$ cat src/rtl/wb_pkg.sv
// Shared types and widths for the register-file writeback path.
package wb_pkg;

  localparam int unsigned REG_AW = 5;
  localparam int unsigned DATA_W = 32;

  typedef struct packed {
    logic              live;
    logic [REG_AW-1:0] waddr;
    logic [DATA_W-1:0] wdata;
  } wb_entry_t;

endpackage

$ cat src/rtl/wb_fifo.sv
// Circular buffer of long-latency results with per-entry kill-by-address
// and a mask of registers that still have a live result buffered.
module wb_fifo
  import wb_pkg::*;
#(
  parameter int unsigned DEPTH = 2
) (
  input  logic                     clk,
  input  logic                     reset,
  input  logic                     push,
  input  wb_entry_t                push_entry,
  input  logic                     pop,
  input  logic                     kill_en,
  input  logic [REG_AW-1:0]        kill_addr,
  output wb_entry_t                head,
  output logic [$clog2(DEPTH):0]   count,
  output logic [(1<<REG_AW)-1:0]   live_mask
);

  localparam int unsigned PW = $clog2(DEPTH);
  localparam int unsigned CW = PW + 1;

  wb_entry_t         mem [DEPTH];
  logic [PW-1:0]     rd_ptr;
  logic [PW-1:0]     wr_ptr;

  // Popped slots drop their live bit so the mask only ever covers occupied entries.
  always_ff @(posedge clk) begin
    if (reset) begin
      rd_ptr <= '0;
      wr_ptr <= '0;
      count  <= '0;
      for (int unsigned i = 0; i < DEPTH; i++) begin
        mem[i].live <= 1'b0;
      end
    end else begin
      for (int unsigned i = 0; i < DEPTH; i++) begin
        if (kill_en && mem[i].waddr == kill_addr) begin
          mem[i].live <= 1'b0;
        end
      end
      if (pop) begin
        mem[rd_ptr].live <= 1'b0;
        rd_ptr           <= rd_ptr + PW'(1);
      end
      if (push) begin
        mem[wr_ptr] <= push_entry;
        wr_ptr      <= wr_ptr + PW'(1);
      end
      case ({push, pop})
        2'b10:   count <= count + CW'(1);
        2'b01:   count <= count - CW'(1);
        default: count <= count;
      endcase
    end
  end

  assign head = mem[rd_ptr];

  always_comb begin
    live_mask = '0;
    for (int unsigned i = 0; i < DEPTH; i++) begin
      if (mem[i].live) begin
        live_mask[mem[i].waddr] = 1'b1;
      end
    end
    live_mask[0] = 1'b0;
  end

endmodule

$ cat src/rtl/wb_arbiter.sv
// Merges pipeline writeback with buffered long-latency results onto the
// register file's single write port; pipeline always has priority.
module wb_arbiter
  import wb_pkg::*;
#(
  parameter int unsigned DEPTH = 2
) (
  input  logic               clk,
  input  logic               reset,
  input  logic               pipe_we,
  input  logic [REG_AW-1:0]  pipe_waddr,
  input  logic [DATA_W-1:0]  pipe_wdata,
  input  logic               lat_valid,
  output logic               lat_ready,
  input  logic [REG_AW-1:0]  lat_waddr,
  input  logic [DATA_W-1:0]  lat_wdata,
  output logic               rf_en,
  output logic [REG_AW-1:0]  rf_waddr,
  output logic [DATA_W-1:0]  rf_wdata,
  output logic [31:0]        pending
);

  localparam int unsigned CW = $clog2(DEPTH) + 1;

  wb_entry_t        head;
  wb_entry_t        push_entry;
  logic [CW-1:0]    count;
  logic [31:0]      live_mask;
  logic             busy;
  logic             head_valid;
  logic             accept;
  logic             bypass;
  logic             push;
  logic             pop;

  assign busy       = pipe_we && pipe_waddr != '0;
  assign head_valid = count != '0;
  assign lat_ready  = !reset && count < CW'(DEPTH);
  assign accept     = lat_valid && lat_ready;
  assign bypass     = accept && !busy && !head_valid && lat_waddr != '0;
  assign push       = accept && !bypass && lat_waddr != '0;
  // Dead heads retire unconditionally; live heads need a free slot.
  assign pop        = !reset && head_valid && (!head.live || !busy);

  always_comb begin
    push_entry       = '0;
    push_entry.live  = !(busy && lat_waddr == pipe_waddr);
    push_entry.waddr = lat_waddr;
    push_entry.wdata = lat_wdata;
  end

  wb_fifo #(.DEPTH(DEPTH)) u_fifo (
    .clk        (clk),
    .reset      (reset),
    .push       (push),
    .push_entry (push_entry),
    .pop        (pop),
    .kill_en    (busy),
    .kill_addr  (pipe_waddr),
    .head       (head),
    .count      (count),
    .live_mask  (live_mask)
  );

  always_comb begin
    rf_en    = 1'b0;
    rf_waddr = '0;
    rf_wdata = '0;
    if (!reset) begin
      if (busy) begin
        rf_en    = 1'b1;
        rf_waddr = pipe_waddr;
        rf_wdata = pipe_wdata;
      end else if (head_valid && head.live) begin
        rf_en    = 1'b1;
        rf_waddr = head.waddr;
        rf_wdata = head.wdata;
      end else if (bypass) begin
        rf_en    = 1'b1;
        rf_waddr = lat_waddr;
        rf_wdata = lat_wdata;
      end
    end
  end

  assign pending = reset ? '0 : live_mask;

endmodule

$ cat config.mk
export PLATFORM = sky130hd
export DESIGN_NAME = wb_arbiter
export DESIGN_NICKNAME = d
export VERILOG_FILES = /design/src/rtl/wb_pkg.sv /design/src/rtl/wb_fifo.sv /design/src/rtl/wb_arbiter.sv
export SDC_FILE = /design/constraint.sdc
export NUM_CORES = 1
export LEC_CHECK = 0
export CELL_PAD_IN_SITES_DETAIL_PLACEMENT = 0
export CELL_PAD_IN_SITES_GLOBAL_PLACEMENT = 1
export CORE_UTILIZATION = 41
export DETAILED_ROUTE_END_ITERATION = 10
export PLACE_DENSITY_LB_ADDON = 0.1
export SLEW_MARGIN = 20
export SYNTH_ARGS = -nofsm -noshare
export SYNTH_HDL_FRONTEND = slang
export SYNTH_HIERARCHICAL = 1
export SYNTH_SLANG_ARGS = --single-unit
$ cat constraint.sdc
create_clock -name clk -period 12.4 [get_ports clk]
set_clock_uncertainty 0.1 [all_clocks]
set_input_delay 3.1 -clock clk [delete_from_list [all_inputs] [get_ports clk]]
set_output_delay 3.1 -clock clk [all_outputs]
set_load 0.01 [all_outputs]
# Yosys cells after proc, flatten, opt, wreduce, memory -nomap -nowiden
# Memory sizes are Yosys's and may differ from the RTL's. A register that Yosys moved wholly into a read port is not among the register bits.
# Cells that the tools add are included.
# totals
reg_bits	4
latch_bits	0
ram_bits	76
mem_bits_ro	0
in_bits	78
memories	1
# memory_table
name	words	word_bits	rd	rd_ports_with_merged_regs	write_ports	line	source
u_fifo.mem	2	38	3	1	4	wb_fifo.sv:23	wb_entry_t mem [DEPTH];
# classes
addsub	4
mul	0
div	0
n_lt_le_gt_ge	5
eq_ne	5
shifts	0
muxes	38
bitwise	3
n_reduce_logical	27
# op_table
cell	count
$mux 32	7
$or 32x32->32	1
$mux 1	24
$mux 5	4
$logic_and 1x1->1	16
$eq 5x5->1	3
$lt 5x6->1 const B	2
$demux 1 s5	2
$ge 5x1->1 const B	2
$reduce_bool 5->1	2
$logic_not 1->1	6
$pmux 2 s2	1
$reduce_bool 2->1	2
$add 1x1->1 const B	2
$add 2x1->2 const B	1
$eq 2x1->1 const B	1
$eq 2x2->1 const B	1
$lt 2x2->1 const B	1
$or 1x1->1	2
$sub 2x1->2 const B	1
$logic_or 1x1->1	1

# Longest topological paths before layout
# Gate-level depths: netlist of the first run.
# depth
depth_word	12
ltp_mapped	10
ltp_nobuf	8

# By module
# Netlist of the first run, hierarchy kept.
# by_module_without_submodules
mod	instances	cells_per_inst	area_each_um2	seq_area_each_um2
wb_fifo	1	230	3499.6	2382.3
wb_arbiter	1	234	1916.8	0.0

# Worst setup path before layout of the first run
# Ideal clock, no wire load.
# synth_timing
kind	input -> output
from	input port reset
to	output port rf_wdata[30]
t_arrival_ps	4217
required_ps	9200
path_slack_ps	4983
cell_stages	5
n_path_buf	2
path_cell_list	buf_6 nor4b_4 buf_4 o211ai_1 a221oi_1
# synth_between
elab_chain_len	10
# synth_lines
element	line	source
start, declared	wb_arbiter.sv:9	input logic reset,
$logic_not 1->1	--	
$logic_and 1x1->1	wb_arbiter.sv:38	assign lat_ready = !reset && count < CW'(DEPTH);
$logic_and 1x1->1	wb_arbiter.sv:39	assign accept = lat_valid && lat_ready;
$logic_and 1x1->1 (3 in a row)	wb_arbiter.sv:40	assign bypass = accept && !busy && !head_valid && lat_waddr != '0;
$mux 32	wb_arbiter.sv:78	end else if (bypass) begin
$mux 32	wb_arbiter.sv:74	end else if (head_valid && head.live) begin
$mux 32	wb_arbiter.sv:70	if (busy) begin
$mux 32 *	wb_arbiter.sv:69	if (!reset) begin
end, declared	wb_arbiter.sv:19	output logic [DATA_W-1:0] rf_wdata,
# Every way passes the cells marked *; elsewhere a longest branch is shown, timed or not.

# Final worst setup path of the first run
# layout_timing
from	input port lat_waddr[1]
to	output port rf_wdata[28]
# layout_between
elab_chain_len	6
# layout_lines
element	line	source
start, declared	wb_arbiter.sv:15	input logic [REG_AW-1:0] lat_waddr,
$reduce_bool 5->1	wb_arbiter.sv:40	
$logic_and 1x1->1	wb_arbiter.sv:40	
$mux 32	wb_arbiter.sv:78	
$mux 32	wb_arbiter.sv:74	
$mux 32	wb_arbiter.sv:70	
$mux 32	wb_arbiter.sv:69	
# No other way between the ends.

==> impl_metrics.yaml, run 1 <==
global_route:
  antenna_found_initial: 1
  grt_max_degree: 84
  grt_pass1_wl_mm: 22.17
  gr-max-usage-layer: "met2"
  grtUsageMet3_pct: 5.922
  grtUsageMet2_pct: 34.24
  grt_usage_pct: 21.33
  grt_overflow_total: 0
  met1_usage_pct: 28.71
  grt_pass1_vias: 4124
routing:
  drt-wirelength-per-cell_um: 18.80
  drt_iter0_drc: 357
  drc: 0
  drt_first_pass_iters: 4
  viasPerCell: 5.686
  vias: 4310
  drtAntennaViolNets: 0
  routed_wl_mm: 14.25
yosys:
  yosys-top-cells-count: "edfxtp_1 (76), a211oi_1 (43), mux2_2 (38)"
  synthMostInstantiatedCell: "edfxtp_1"
  synth_area_leaders: "edfxtp_1 (42%), mux2_2 (7.9%), a221oi_2 (7.5%)"
  synth.largest_area_cell: "edfxtp_1"
  syn_area_per_cell_um2: 11.67
  synth_nets: 543
  async_flop_share_pct: 0
  ys_ff_latch: 81
  synth-seq-area-share_pct: 43.98
  yosysWarnings: 6
  synth_edf_count: 76
  syn-instance-count: 464
  yosysTopAreaCellShare_pct: 42.13
  yosys.cell_types.count: 40
  synth_area_mm2: 0.005416
  synth_flop_cell: "edfxtp_1"
placement:
  dp.cells: 742
  port_buffers: 147
  gp_congestion: 0.8190
  dp_hpwl_mm: 9.216
clocking:
  clk_pin_slew_ps: 60
  cts-htree-levels: 3
  cts.root.buffer_cell: "clkbuf_16"
  postCtsSetupRepairBufs: 0
  cts_buffers: 9
  clock_latency_ps: 330
  hold_buffers: 0
  cts.sinks: 81
  cts_resized: 0
  clk_path_buf_depth: 2
  cts_tree: "done"
timing:
  fmax_mhz: 110.4
  hold_violations: 0
  maxSlewViolCount: 0
  worstMarginPinSlew_ps: 1086
  rsz0062_at_grt: "no"
  fin_setup_tns_ps: 0
  setup_violations: 0
  fin_crit_ps: 9059
  slew_headroom_pct: 27.59
  post-route-period-util_pct: 73.05
final_layout:
  nFillCells: 1087
  area_growth_pct: 33.26
  final_cell_count_no_fill: 758
  n_antenna_cell: 0
  layout-drive-gt1-share_pct: 20.99
  seq_area_mm2: 0.002384
  fin_nets: 660
  multi_input_area_mm2: 0.002628
  utilization_pct: 56.51
floorplan:
  coreArea_mm2: 0.01277
  die_w_um: 116.9
  dieArea_mm2: 0.01368
  die_h_um: 116.9
  fp-row-count: 41
  start_util_pct: 42.40
  ios: 149
job:
  maxCapViolCount: 0
outcome:
  status: "finished, final reports clean"
power:
  power.leakage_nw: 2.307
  irDropWorstVdd_v: 0.00007483
  power_mw: 0.7957
  p_per_area_mw_per_mm2: 110.2
worst_setup_path:
  critPathArrivalTime_ps: 5860
  cp-end-kind: "primary output"
  startpoint: "lat_waddr[1]"
  crit_type: "in -> out"
  startpoint_type: "input port"
  crit_required_ps: 9200
  crit_fanout: 34
min_path:
  hp-start: "u_fifo/wr_ptr"
  hp-class: "reg -> reg"
==> worst max-delay path, cell delays in order <==
cell	delay [ps]
clkdlybuf4s50_1	520
or4_2	1210
o211ai_1	360
a221oi_1	110
clkdlybuf4s50_1	540
==> sequential cells by signal (all words and copies together) (netlist names), named ones only <==
name	flops
u_fifo/count	2
u_fifo/mem	76
u_fifo/rd_ptr	1
u_fifo/wr_ptr	1
==> metal layers <==
layer | vias up | wire (µm)
met5 | - | 11
met4 | 2 | 120
met3 | 12 | 1005
met2 | 167 | 6694
met1 | 2068 | 6416
li1 | 2061 | -
==> logic make-up (layout without fill, tap and decap cells) <==
| family | after synthesis | in the layout | synth area share [%] |
|---|---|---|---|
| DFF | 81 | 81 | 43.98 |
| xor gates and xnor gates | 18 | 18 | 2.911 |
| buffers and inverters | 84 | 206 | 7.808 |
| adders and majority gates | 1 | 1 | 0.2310 |
| AOI/OAI and AO/OA | 159 | 159 | 27.54 |
| and+or+nand+nor | 82 | 82 | 9.563 |
| other | 1 | 1 | 0.06923 |
| muxes | 38 | 38 | 7.900 |
==> area by class of cell <==
| type | instances | area share [%] |
|---|---|---|
| clock inverter | 6 | 1.248 |
| timing repair buffer | 153 | 21.25 |
| multi-input combinational | 299 | 36.40 |
| inverter | 37 | 1.924 |
| sequential | 81 | 33.02 |
| clock buffer | 10 | 3.172 |
| tap | 172 | 2.981 |
==> power breakdown <==
group / total, mW / switching (mW) / internal, mW / leakage [nW]
registers: 0.326 / 0.0175 / 0.309 / 0.731
clock network: 0.283 / 0.106 / 0.177 / 0.155
logic: 0.186 / 0.0906 / 0.0954 / 1.42
==> worst paths after layout <==
path	cells past startpoint	endpoint	slack [ps]
worst max-delay path	5	rf_wdata[28]	3340
worst min-delay path	2	u_fifo/wr_ptr	410
worst max register to register	5	u_fifo/count[1]	9380
worst min register to register	2	u_fifo/wr_ptr	410
==> cell usage in the layout, fill, tap and decap left out, drive strengths merged, types with 14 or more instances in the layout <==
cell           instances
a211oi                43
a221oi                32
clkdlybuf4s50        145
edfxtp                76
inv                   38
mux2                  38
nor2b                 32
o211ai                35
o22ai                 31
xnor2                 14
==> metrics by stage <==
stage / setup WS (ps) / hold slack (ps) / instance area, µm²
2_1_floorplan: 4983 / 344.5 / 5416
3_3_place_gp: 3377 / 354.2 / 6859
3_5_place_dp: 3356 / 382.2 / 6899
4_1_cts: 3342 / 420.2 / 7218
5_1_grt: 3260 / 449.0 / 7218
6_report: 3341 / 411.2 / 7218
Power figures use the tool's default switching activity.
==> run 2, diff against run 1 <==
--- a/config.mk
+++ b/config.mk
@@ -7,7 +7,7 @@
 export LEC_CHECK = 0
 export CELL_PAD_IN_SITES_DETAIL_PLACEMENT = 0
 export CELL_PAD_IN_SITES_GLOBAL_PLACEMENT = 1
-export CORE_UTILIZATION = 41
+export CORE_UTILIZATION = 35
 export DETAILED_ROUTE_END_ITERATION = 10
 export PLACE_DENSITY_LB_ADDON = 0.1
 export SLEW_MARGIN = 20
==> constraint.sdc (replaced) <==
create_clock -name clk -period 7.93 [get_ports clk]
set_clock_uncertainty 0.1 [all_clocks]
set_input_delay 1.9825 -clock clk [delete_from_list [all_inputs] [get_ports clk]]
set_output_delay 1.9825 -clock clk [all_outputs]
set_load 0.01 [all_outputs]
==> run 2 against run 1 <==
Net effect: critical path depth stayed put; sequential share of layout area about the same; via count barely moved; hold slack worse by 31 ps; final cell count up 2.1%; largest cell class unchanged.
==> impl_metrics.yaml, run 2 (same netlist as run 1, synthesis figures left out) <==
global_route:
  antenna_found_initial: 0
  grt_usage_pct: 19.31
  grt_pass1_vias: 4408
  grt_max_degree: 83
  grt_pass1_wl_mm: 23.99
  grt_overflow_total: 0
final_layout:
  area_growth_pct: 33.43
  layout_common_cells: "clkdlybuf4s50_1 (145), edfxtp_1 (76), a211oi_1 (43)"
  final_cell_count_no_fill: 774
  layout-drive-gt1-share_pct: 21.16
  n_antenna_cell: 0
  largest_register_ff_count: 76
  design_area_mm2: 0.007227
  fin_nets: 661
  reg_top3: "u_fifo/mem (76), u_fifo/count (2)"
  final_common_cell: "clkdlybuf4s50_1"
  top_register: "u_fifo/mem"
  nFillCells: 1451
timing:
  setup_violations: 0
  maxSlewViolCount: 0
  hold_violations: 0
  rsz0062_at_grt: "no"
  worstMarginPinSlew_ps: 1094
  fin_hold_ws_ps: 380.4
  fin_setup_tns_ps: 0
  post-route-period-util_pct: 86.42
  fin_crit_ps: 6853
  slew_headroom_pct: 27.04
  fmax_mhz: 145.9
worst_setup_path:
  crit_fanout: 34
  critPathArrivalTime_ps: 4770
  cp-end-kind: "primary output"
  crit_type: "in -> out"
  startpoint_type: "input port"
  crit_required_ps: 5850
routing:
  drtAntennaViolNets: 0
  drt_first_pass_iters: 4
  routed_wl_mm: 15.00
  vias: 4307
  viasPerCell: 5.565
  drt_iter0_drc: 304
  drc: 0
  drt-wirelength-per-cell_um: 19.38
power:
  power_mw: 1.242
  p_per_area_mw_per_mm2: 171.8
  power.leakage_nw: 2.305
  irDropWorstVdd_v: 0.00008460
clocking:
  cts_resized: 0
  cts-htree-levels: 3
  clock_latency_ps: 330
  cts_buffers: 9
  hold_buffers: 0
  clk_path_buf_depth: 2
  cts.sinks: 81
  cts_tree: "done"
  clk_pin_slew_ps: 60
  cts.root.buffer_cell: "clkbuf_16"
  postCtsSetupRepairBufs: 0
placement:
  place_area_mm2: 0.006914
  dp_hpwl_mm: 9.653
  gp_congestion: 0.7882
  dp.cells: 759
  port_buffers: 147
floorplan:
  coreArea_mm2: 0.01515
  ios: 149
  die_w_um: 126.4
  fp-row-count: 45
  dieArea_mm2: 0.01598
  die_h_um: 126.4
  start_util_pct: 35.76
job:
  maxCapViolCount: 0
min_path:
  hp-class: "reg -> reg"
outcome:
  status: "finished, final reports clean"
-- run 2: cell count changes in the layout (fill, tap and decap cells not counted), sizes merged --
cell      delta
inv          -1
clkinv       -1
buf          +1
clkinvlp     +1
-- run 2: report_power, final --
part | total [mW] | leakage [nW] | internal [mW] | switching (mW)
Combinational | 0.294 | 1.43 | 0.150 | 0.145
Sequential | 0.510 | 0.731 | 0.483 | 0.0272
Clock | 0.437 | 0.149 | 0.274 | 0.163
-- run 2: stage by stage --
step	util, %	setup WS, ps
global placement	45.65	1099
floorplan	-	2748
detailed placement	45.65	1078
global route	47.72	975.7
finish	47.72	1077
CTS	47.70	1061
-- run 2: final cells by class --
cell class	instances	area (µm²)	area share, %
tap	188	235.2	3.255
inverter	37	138.9	1.922
timing repair buffer	154	1531	21.19
sequential	81	2384	32.98
multi-input combinational	299	2628	36.36
clock inverter	5	81.33	1.125
clock buffer	10	229.0	3.168
-- run 2: worst paths after layout --
| kind | slack (ps) | end | start | depth (start not counted) |
|---|---|---|---|---|
| max | 1080 | rf_wdata[29] | lat_waddr[1] | 5 |
| min | 380 | u_fifo/wr_ptr | u_fifo/wr_ptr | 2 |
| max reg2reg | 4960 | u_fifo/count[1] | flop | 5 |
| min reg2reg | 380 | u_fifo/wr_ptr | u_fifo/wr_ptr | 2 |
-- run 2: routing by layer --
| layer | up-vias | share of wire, % | track usage (%) |
|---|---|---|---|
| li1 | 2056 | - | - |
| met2 | 132 | 47 | 31.65 |
| met3 | 11 | 5.0 | 4.049 |
| met4 | 0 | 0.89 | 7.158 |
| met1 | 2108 | 47 | 25.07 |
| met5 | - | 0 | 0 |
-- run 2: worst max-delay path, cell delays in order --
cell and delay, ps:
clkdlybuf4s50_1 520, or4_2 1230, o211ai_1 350, a221oi_1 120, clkdlybuf4s50_1 550
